===== config.mk =====
export PLATFORM = sky130hd
export DESIGN_NAME = input_debounce
export DESIGN_NICKNAME = d
export VERILOG_FILES = /design/src/rtl/debounce_pkg.sv /design/src/rtl/sync_2ff.sv /design/src/rtl/input_debounce.sv
export SDC_FILE = /design/constraint.sdc
export NUM_CORES = 1
export LEC_CHECK = 0
export CAP_MARGIN = 20
export CORE_MARGIN = 8
export CORE_UTILIZATION = 35
export CTS_CLUSTER_SIZE = 20
export DETAILED_ROUTE_END_ITERATION = 6
export SYNTH_ARGS = -nofsm -noshare
export SYNTH_HDL_FRONTEND = slang
export SYNTH_HIERARCHICAL = 1
export SYNTH_SLANG_ARGS = --single-unit

===== constraint.sdc =====
create_clock -name clk -period 2.2 [get_ports clk]
set_clock_uncertainty 0.05 [all_clocks]
set_input_delay 0.55 -clock clk [delete_from_list [all_inputs] [get_ports clk]]
set_output_delay 0.55 -clock clk [all_outputs]
set_load 0.02 [all_outputs]

===== src/rtl/debounce_pkg.sv =====
// ---------------------------------------------------------------------------
// debounce_pkg
//
// Shared definitions for the input debounce path:
//   - debounce_state_t : FSM state type with fixed encodings
//   - DEFAULT_STABLE_CYCLES / DEFAULT_CNT_W / DEFAULT_GLITCH_W : default sizing
//   - state_level()    : stable level that a given state represents
// ---------------------------------------------------------------------------
package debounce_pkg;

  // The encoding is fixed so that bit 1 always gives the current stable
  // level. Bit 0 is set while a change to the opposite level is being
  // qualified.
  typedef enum logic [1:0] {
    ST_LOW       = 2'b00,
    ST_QUAL_HIGH = 2'b01,
    ST_HIGH      = 2'b10,
    ST_QUAL_LOW  = 2'b11
  } debounce_state_t;

  localparam int DEFAULT_STABLE_CYCLES = 16;
  localparam int DEFAULT_CNT_W         = 5;
  localparam int DEFAULT_GLITCH_W      = 8;

  // This is the level that was last accepted while in state s. During
  // qualification the old level is still the valid one.
  function automatic logic state_level(input debounce_state_t s);
    return (s == ST_HIGH) || (s == ST_QUAL_LOW);
  endfunction

endpackage


===== src/rtl/sync_2ff.sv =====
// ---------------------------------------------------------------------------
// sync_2ff
//
// This is a 1-bit two-flop synchroniser for asynchronous inputs. Both flops
// reset synchronously to 0.
//
// Ports:
//   clk    input  1  destination clock
//   reset  input  1  synchronous, active-high reset
//   d      input  1  asynchronous input
//   q      output 1  synchronised output, two clk edges after d
// ---------------------------------------------------------------------------
module sync_2ff (
  input  logic clk,
  input  logic reset,
  input  logic d,
  output logic q
);

  logic stage1;

  // The first flop may go metastable. The second flop gives it one full
  // clock period to resolve before anything downstream sees the value.
  always_ff @(posedge clk) begin
    if (reset) begin
      stage1 <= 1'b0;
      q      <= 1'b0;
    end else begin
      stage1 <= d;
      q      <= stage1;
    end
  end

endmodule


===== src/rtl/input_debounce.sv =====
// ---------------------------------------------------------------------------
// input_debounce
//
// This block conditions a raw, bouncy asynchronous input for the edge-detect
// path. The input is first synchronised. A new level is accepted only after
// STABLE_CYCLES consecutive synchronised samples at that level. The block
// then presents a clean level together with a one-cycle change strobe.
//
// Parameters:
//   STABLE_CYCLES  consecutive samples needed to accept a level (2..2^CNT_W-1)
//   CNT_W          qualification counter width (2^CNT_W > STABLE_CYCLES)
//   GLITCH_W       glitch counter width (only with DEBOUNCE_GLITCH_CNT_EN)
//
// Ports:
//   clk         input  1         block clock, rising edge
//   reset       input  1         synchronous, active-high reset
//   in          input  1         raw asynchronous input
//   level_out   output 1         debounced level
//   changed     output 1         one-cycle strobe when level_out toggles
//   glitch_cnt  output GLITCH_W  saturating count of rejected transitions
//                                (only with DEBOUNCE_GLITCH_CNT_EN)
//
// Optional feature macro: DEBOUNCE_GLITCH_CNT_EN
// ---------------------------------------------------------------------------
module input_debounce
  import debounce_pkg::*;
#(
  parameter int STABLE_CYCLES = DEFAULT_STABLE_CYCLES,
  parameter int CNT_W         = DEFAULT_CNT_W
`ifdef DEBOUNCE_GLITCH_CNT_EN
  ,
  parameter int GLITCH_W      = DEFAULT_GLITCH_W
`endif
) (
  input  logic                clk,
  input  logic                reset,
  input  logic                in,
  output logic                level_out,
  output logic                changed
`ifdef DEBOUNCE_GLITCH_CNT_EN
  ,
  output logic [GLITCH_W-1:0] glitch_cnt
`endif
);

  // The counter already holds 1 when the first qualifying sample enters a
  // qualify state. Qualification therefore completes on the sample that
  // arrives while the counter reads STABLE_CYCLES-1.
  localparam logic [CNT_W-1:0] CNT_LAST = CNT_W'(STABLE_CYCLES - 1);

  logic            sync_in;
  debounce_state_t state, state_next;
  logic [CNT_W-1:0] cnt, cnt_next;
  logic            level_next;
  logic            changed_next;

  // Only this synchronised copy of the raw pin feeds the FSM.
  sync_2ff u_sync (
    .clk   (clk),
    .reset (reset),
    .d     (in),
    .q     (sync_in)
  );

  // State register. level_out and changed are registered here as well, so
  // the downstream edge detector sees glitch-free outputs straight from
  // flops.
  always_ff @(posedge clk) begin
    if (reset) begin
      state     <= ST_LOW;
      cnt       <= '0;
      level_out <= 1'b0;
      changed   <= 1'b0;
    end else begin
      state     <= state_next;
      cnt       <= cnt_next;
      level_out <= level_next;
      changed   <= changed_next;
    end
  end

  // Next-state logic. A sample that differs from the stable level starts a
  // qualification. A sample back at the old level abandons it. The stable
  // level moves only when the final required sample still agrees with the
  // new level. If a bounce lands in the completing cycle, the sampled value
  // decides whether the change is accepted or rejected.
  always_comb begin
    state_next   = state;
    cnt_next     = cnt;
    level_next   = level_out;
    changed_next = 1'b0;

    unique case (state)
      ST_LOW: begin
        if (sync_in) begin
          state_next = ST_QUAL_HIGH;
          cnt_next   = CNT_W'(1);
        end else begin
          cnt_next   = '0;
        end
      end

      ST_QUAL_HIGH: begin
        if (!sync_in) begin
          state_next = ST_LOW;
          cnt_next   = '0;
        end else if (cnt == CNT_LAST) begin
          state_next   = ST_HIGH;
          level_next   = 1'b1;
          changed_next = 1'b1;
          cnt_next     = '0;
        end else begin
          cnt_next = cnt + CNT_W'(1);
        end
      end

      ST_HIGH: begin
        if (!sync_in) begin
          state_next = ST_QUAL_LOW;
          cnt_next   = CNT_W'(1);
        end else begin
          cnt_next   = '0;
        end
      end

      ST_QUAL_LOW: begin
        if (sync_in) begin
          state_next = ST_HIGH;
          cnt_next   = '0;
        end else if (cnt == CNT_LAST) begin
          state_next   = ST_LOW;
          level_next   = 1'b0;
          changed_next = 1'b1;
          cnt_next     = '0;
        end else begin
          cnt_next = cnt + CNT_W'(1);
        end
      end

      default: begin
        state_next = ST_LOW;
        cnt_next   = '0;
        level_next = 1'b0;
      end
    endcase
  end

`ifdef DEBOUNCE_GLITCH_CNT_EN
  logic glitch_evt;

  // A glitch is a return to the old stable level during a qualification,
  // which is the same as sync_in matching state_level() while qualifying.
  // A qualification cut short by reset is not a glitch, because reset takes
  // priority in the counter update below.
  assign glitch_evt = state[0] && (sync_in == state_level(state));

  // The glitch counter saturates at all ones, so a large count stays large
  // and never wraps back to a small value.
  always_ff @(posedge clk) begin
    if (reset) begin
      glitch_cnt <= '0;
    end else if (glitch_evt && (glitch_cnt != '1)) begin
      glitch_cnt <= glitch_cnt + GLITCH_W'(1);
    end
  end
`endif

endmodule


Word level (Yosys, flattened, before mapping)
Cells that the tools add are included.
{"block": "word_totals", "input_bits": 3, "regBits": 11, "output_inout_bits": 2}
{"block": "op_classes", "reduce_logical": 4, "n_eq_ne": 12, "muxes": 22, "add_sub_neg": 1}
{"cell": "one-hot mux 5 bit (4 select lines)", "count": 1}
{"cell": "two-way mux 5 bit", "count": 3}
{"cell": "two-way mux 2 bit", "count": 6}
{"cell": "two-way mux 1 bit", "count": 9}
{"cell": "inequality test 2 bit (second input constant)", "count": 4}
{"cell": "one-hot mux 2 bit (4 select lines)", "count": 1}
{"cell": "adder 5 x 1 -> 5 bit (second input constant)", "count": 1}
{"cell": "equality test 5 x 4 -> 1 bit (second input constant)", "count": 1}
{"cell": "AND reduction 5 bit", "count": 1}
{"cell": "equality test 2 bit (second input constant)", "count": 2}
{"cell": "inequality test 2 x 1 -> 1 bit (second input constant)", "count": 2}
{"cell": "one-hot mux 1 bit (2 select lines)", "count": 2}
{"cell": "AND reduction 4 bit", "count": 1}
{"cell": "inequality test 3 x 2 -> 1 bit (second input constant)", "count": 1}
{"cell": "inequality test 3 bit (second input constant)", "count": 1}
{"cell": "equality test 2 x 1 -> 1 bit (second input constant)", "count": 1}
{"cell": "logical NOT 2 bit", "count": 1}
{"cell": "nonzero test 2 bit", "count": 1}

Depth between registers and ports, before layout
{"block": "logic_depth", "word_depth": 4, "depth_mapped": 5, "depth_no_buf": 4}

By module
The synthesis kept the hierarchy.
{"module": "input_debounce", "area_per_inst_um2": 401.6, "n_inst": 1, "cells_each": 38}
{"module": "sync_2ff", "area_per_inst_um2": 52.6, "n_inst": 1, "cells_each": 4}

Worst setup path after synthesis
No wires, ideal clock.
{"block": "synth_path", "kind": "register to register", "from": "register cnt[0]", "to": "register cnt[0]", "t_required_ns": 2.077, "path_slack_ns": 0.987, "arrival_time_ns": 1.090, "setup_ns": 0.073, "path_stages_with_launch": 6, "path_cell_list": "dfxtp_1 ha_1 and4b_1 buf_6 o21a_1 nor3_2"}
{"block": "synth_between", "elab_chain_cells": 4, "elab_cells_between_ends": 6, "cone_classes": "add/sub (1); eq/ne (1); mux (4)"}
{"element": "from (decl)", "line": "input_debounce.sv:53", "source": "logic [CNT_W-1:0] cnt, cnt_next;"}
{"element": "from (signal assigned)", "line": "input_debounce.sv:76", "source": "cnt <= cnt_next;"}
{"element": "adder 5 x 1 -> 5 bit or equality test 5 x 4 -> 1 bit (tied branches)"}
{"element": "two-way mux 5 bit *", "line": "input_debounce.sv:107, input_debounce.sv:130"}
{"element": "two-way mux 5 bit, on equally long branches", "line": "input_debounce.sv:127, input_debounce.sv:104"}
{"element": "one-hot mux 5 bit (4 select lines) *", "line": "input_debounce.sv:93", "source": "unique case (state)"}
Mark *: on every way between the ends. The rest lies on a longest branch, timed or not.
A chain may end at the register's enable or synchronous reset.

Worst setup path in the final report
{"block": "layout_path", "from": "register level_out", "to": "output port level_out"}
{"element": "from (decl)", "line": "input_debounce.sv:38", "source": "output logic level_out,"}
{"element": "from (signal assigned)", "line": "input_debounce.sv:77", "source": "level_out <= level_next;"}
No word-level cell between the ends.

==> results.json <==
{
  "slew_violations": 0,
  "async_flop_share_pct": 0,
  "die_y_um": 52.0,
  "drive_gt1_share_pct": 18.0,
  "multi_input_area_um2": 211,
  "setup_viol": 0,
  "synthToLayoutAreaGrowth_pct": 17.9,
  "path_cells": "clkdlybuf4s50_1",
  "holdPathStages": 2,
  "dieWidth_um": 52.0,
  "syn_area_um2": 454,
  "tightest_slew_ps": 325,
  "grt_usage_pct": 6.78,
  "clk_latency_ps": 260,
  "grt_max_degree": 8,
  "pin_count": 5,
  "hp-class": "flip-flop to flip-flop",
  "synth_cell_types": 23,
  "path_buf_inv": 1,
  "coreArea_um2": 1250,
  "rrSetupSlack_ps": 790,
  "max-cap-violations": 0,
  "clk_pin_slew_worst_paths_ps": 70,
  "cts_sinks": 11,
  "required_ps": 1600,
  "post-route-period-util_pct": 81.9,
  "dpl.hpwl_um": 512,
  "start_util_pct": 36.3,
  "cts_tree": "built",
  "num_vias": 313,
  "slew_headroom_pct": 78.2,
  "hold_viol_final": 0,
  "status": "completed",
  "antenna_left": 0,
  "layout_commonest_cell": "dfxtp_1",
  "crit_type": "flip-flop to output port",
  "synth_warnings": 6,
  "power.density_nw_per_um2": 689,
  "register_area_um2": 220,
  "cts_resized": 0,
  "crit_family": "buffers and inverters",
  "fmax_ghz": 0.555,
  "ctsHtreeMaxLevel": 1,
  "synth-seq-cells": 11,
  "timing.rr.start": "cnt[0]$_SDFF_PP0_",
  "ys.flop_type": "dfxtp_1",
  "numCtsBuffers": 3,
  "r2r_cells": 4,
  "ctsHoldBuffers": 0,
  "syn_inst": 42,
  "rsz0062_at_grt": "no",
  "grt_pass1_vias": 302,
  "tns_ps": 0,
  "grt_overflow_total": 0,
  "synthTopCellsByArea": "dfxtp_1, nor3_2, nand4b_1",
  "synth_edf_count": 0,
  "first_iter_violations": 8,
  "cp_max_fo": 2,
  "fp-row-count": 13,
  "insertedDiodeCount": 0,
  "antenna_found_initial": 0,
  "cp_slowest_cell": "clkdlybuf4s50_1",
  "power.total_uw": 369,
  "min-delay-start": "cnt[4]$_SDFF_PP0_",
  "crit_path_start_kind": "flip-flop",
  "synth.avg_cell_area_um2": 10.8,
  "postCtsSetupBuffers": 0,
  "r2r_end": "level_out$_SDFFE_PP0P_",
  "ir_drop_mv": 0.303,
  "n_fill_cell": 121,
  "max_stage_delay_ps": 610,
  "syn_nets": 46,
  "grt_pass1_wl_mm": 1.34,
  "hold_end": "cnt[4]$_SDFF_PP0_",
  "io_buffers": 4,
  "totalWireLength_um": 731,
  "ys_seq_area_share_pct": 48.5,
  "cts_buffer_depth": 2,
  "gp_congestion": 0.606,
  "root_buffer": "clkbuf_4",
  "die_area_um2": 2710,
  "viasPerCell": 4.82,
  "drtPass1Iterations": 4,
  "finish.net_count": 55,
  "period_needed_ps": 1800,
  "remaining_drc_errors": 0,
  "netlist.area_leader.share_pct": 48.5,
  "post_drt_wl_per_cell_um": 11.2,
  "final_cell_mix": "dfxtp_1, clkdlybuf4s50_1, inv_1, nor2_1, clkbuf_4",
  "synth_top_area_cell": "dfxtp_1",
  "leakagePower_uw": 0.000184,
  "cp.arrival_ps": 1200,
  "end_kind": "output port"
}
[power by group]
part	leakage, uW	switching (uW)	internal [uW]
clock network	0.0000150	63.5	70.1
registers	0.0000894	3.91	205
logic	0.0000798	11.5	15.3
[registers in the layout, summed over array words and instances, names as in the netlist, named ones only]
signal and cells:
cnt 5, level_out 1, changed 1, u_sync/stage1 1
state 1, u_sync/q 1
[worst max-delay path by stage]
stage                                 startpoint  slack (ps)                     end  cells past startpoint
after global routing      level_out$_SDFFE_PP0P_         340               level_out                      1
after floorplan                cnt[0]$_SDFF_PP0_         990       cnt[0]$_SDFF_PP0_                      5
after global placement                     reset         580  level_out$_SDFFE_PP0P_                      4
final                     level_out$_SDFFE_PP0P_         400               level_out                      1
after detailed placement                   reset         580  level_out$_SDFFE_PP0P_                      4
after CTS                 level_out$_SDFFE_PP0P_         380               level_out                      1
[area by class of cell]
type / instances / share of cell area [%]
flip-flops and latches: 11 / 41.1
repair buffers: 5 / 8.88
well taps: 15 / 3.50
multi-input cells: 27 / 39.5
inverters: 3 / 2.10
clock buffers: 4 / 4.91
[worst min-delay path, cell delays in order (launching register included)]
cell	delay [ps]
dfxtp_1	310
nand2_1	50
nor2_1	30
[stage by stage]
stage | hold WS (ps) | util (%) | cells | area, um2 | worst slack [ps]
after global routing | 400 | 42.8 | 65 | 536 | 337
after global placement | 372 | 40.7 | 61 | 509 | 583
after floorplan | 363 | - | 42 | 454 | 987
after CTS | 388 | 42.8 | 65 | 536 | 376
final | 386 | 42.8 | 65 | 536 | 398
after detailed placement | 377 | 40.7 | 61 | 509 | 578
[kinds of logic (layout without fill, tap and decap cells)]
logic type | count (synthesis) | count (layout) | share of synthesized area, %
XOR/XNOR | 3 | 3 | 5.79
flip-flops | 11 | 11 | 48.5
adder cells (fa/ha/maj) | 1 | 1 | 2.75
AO/OA/AOI/OAI | 6 | 6 | 9.64
AND/OR/NAND/NOR | 17 | 17 | 28.4
buffers and inverters | 4 | 12 | 4.96
[Yosys cell counts (2+ instances only)]
library cell and instances:
nor3_2 2, dfxtp_1 11, nand4b_1 2, xnor2_1 2, nor2b_1 2, nor2_1 3
inv_1 3, nand3_1 2
[routing by layer]
layer  vias up  track usage (%)  wire length, um
li1        162                -                -
met1       140             8.44              357
met2        11             8.40              332
met3         0             3.42               41
met4         0             5.31                0
met5         -                0                0
Power figures use the tool's default switching activity.
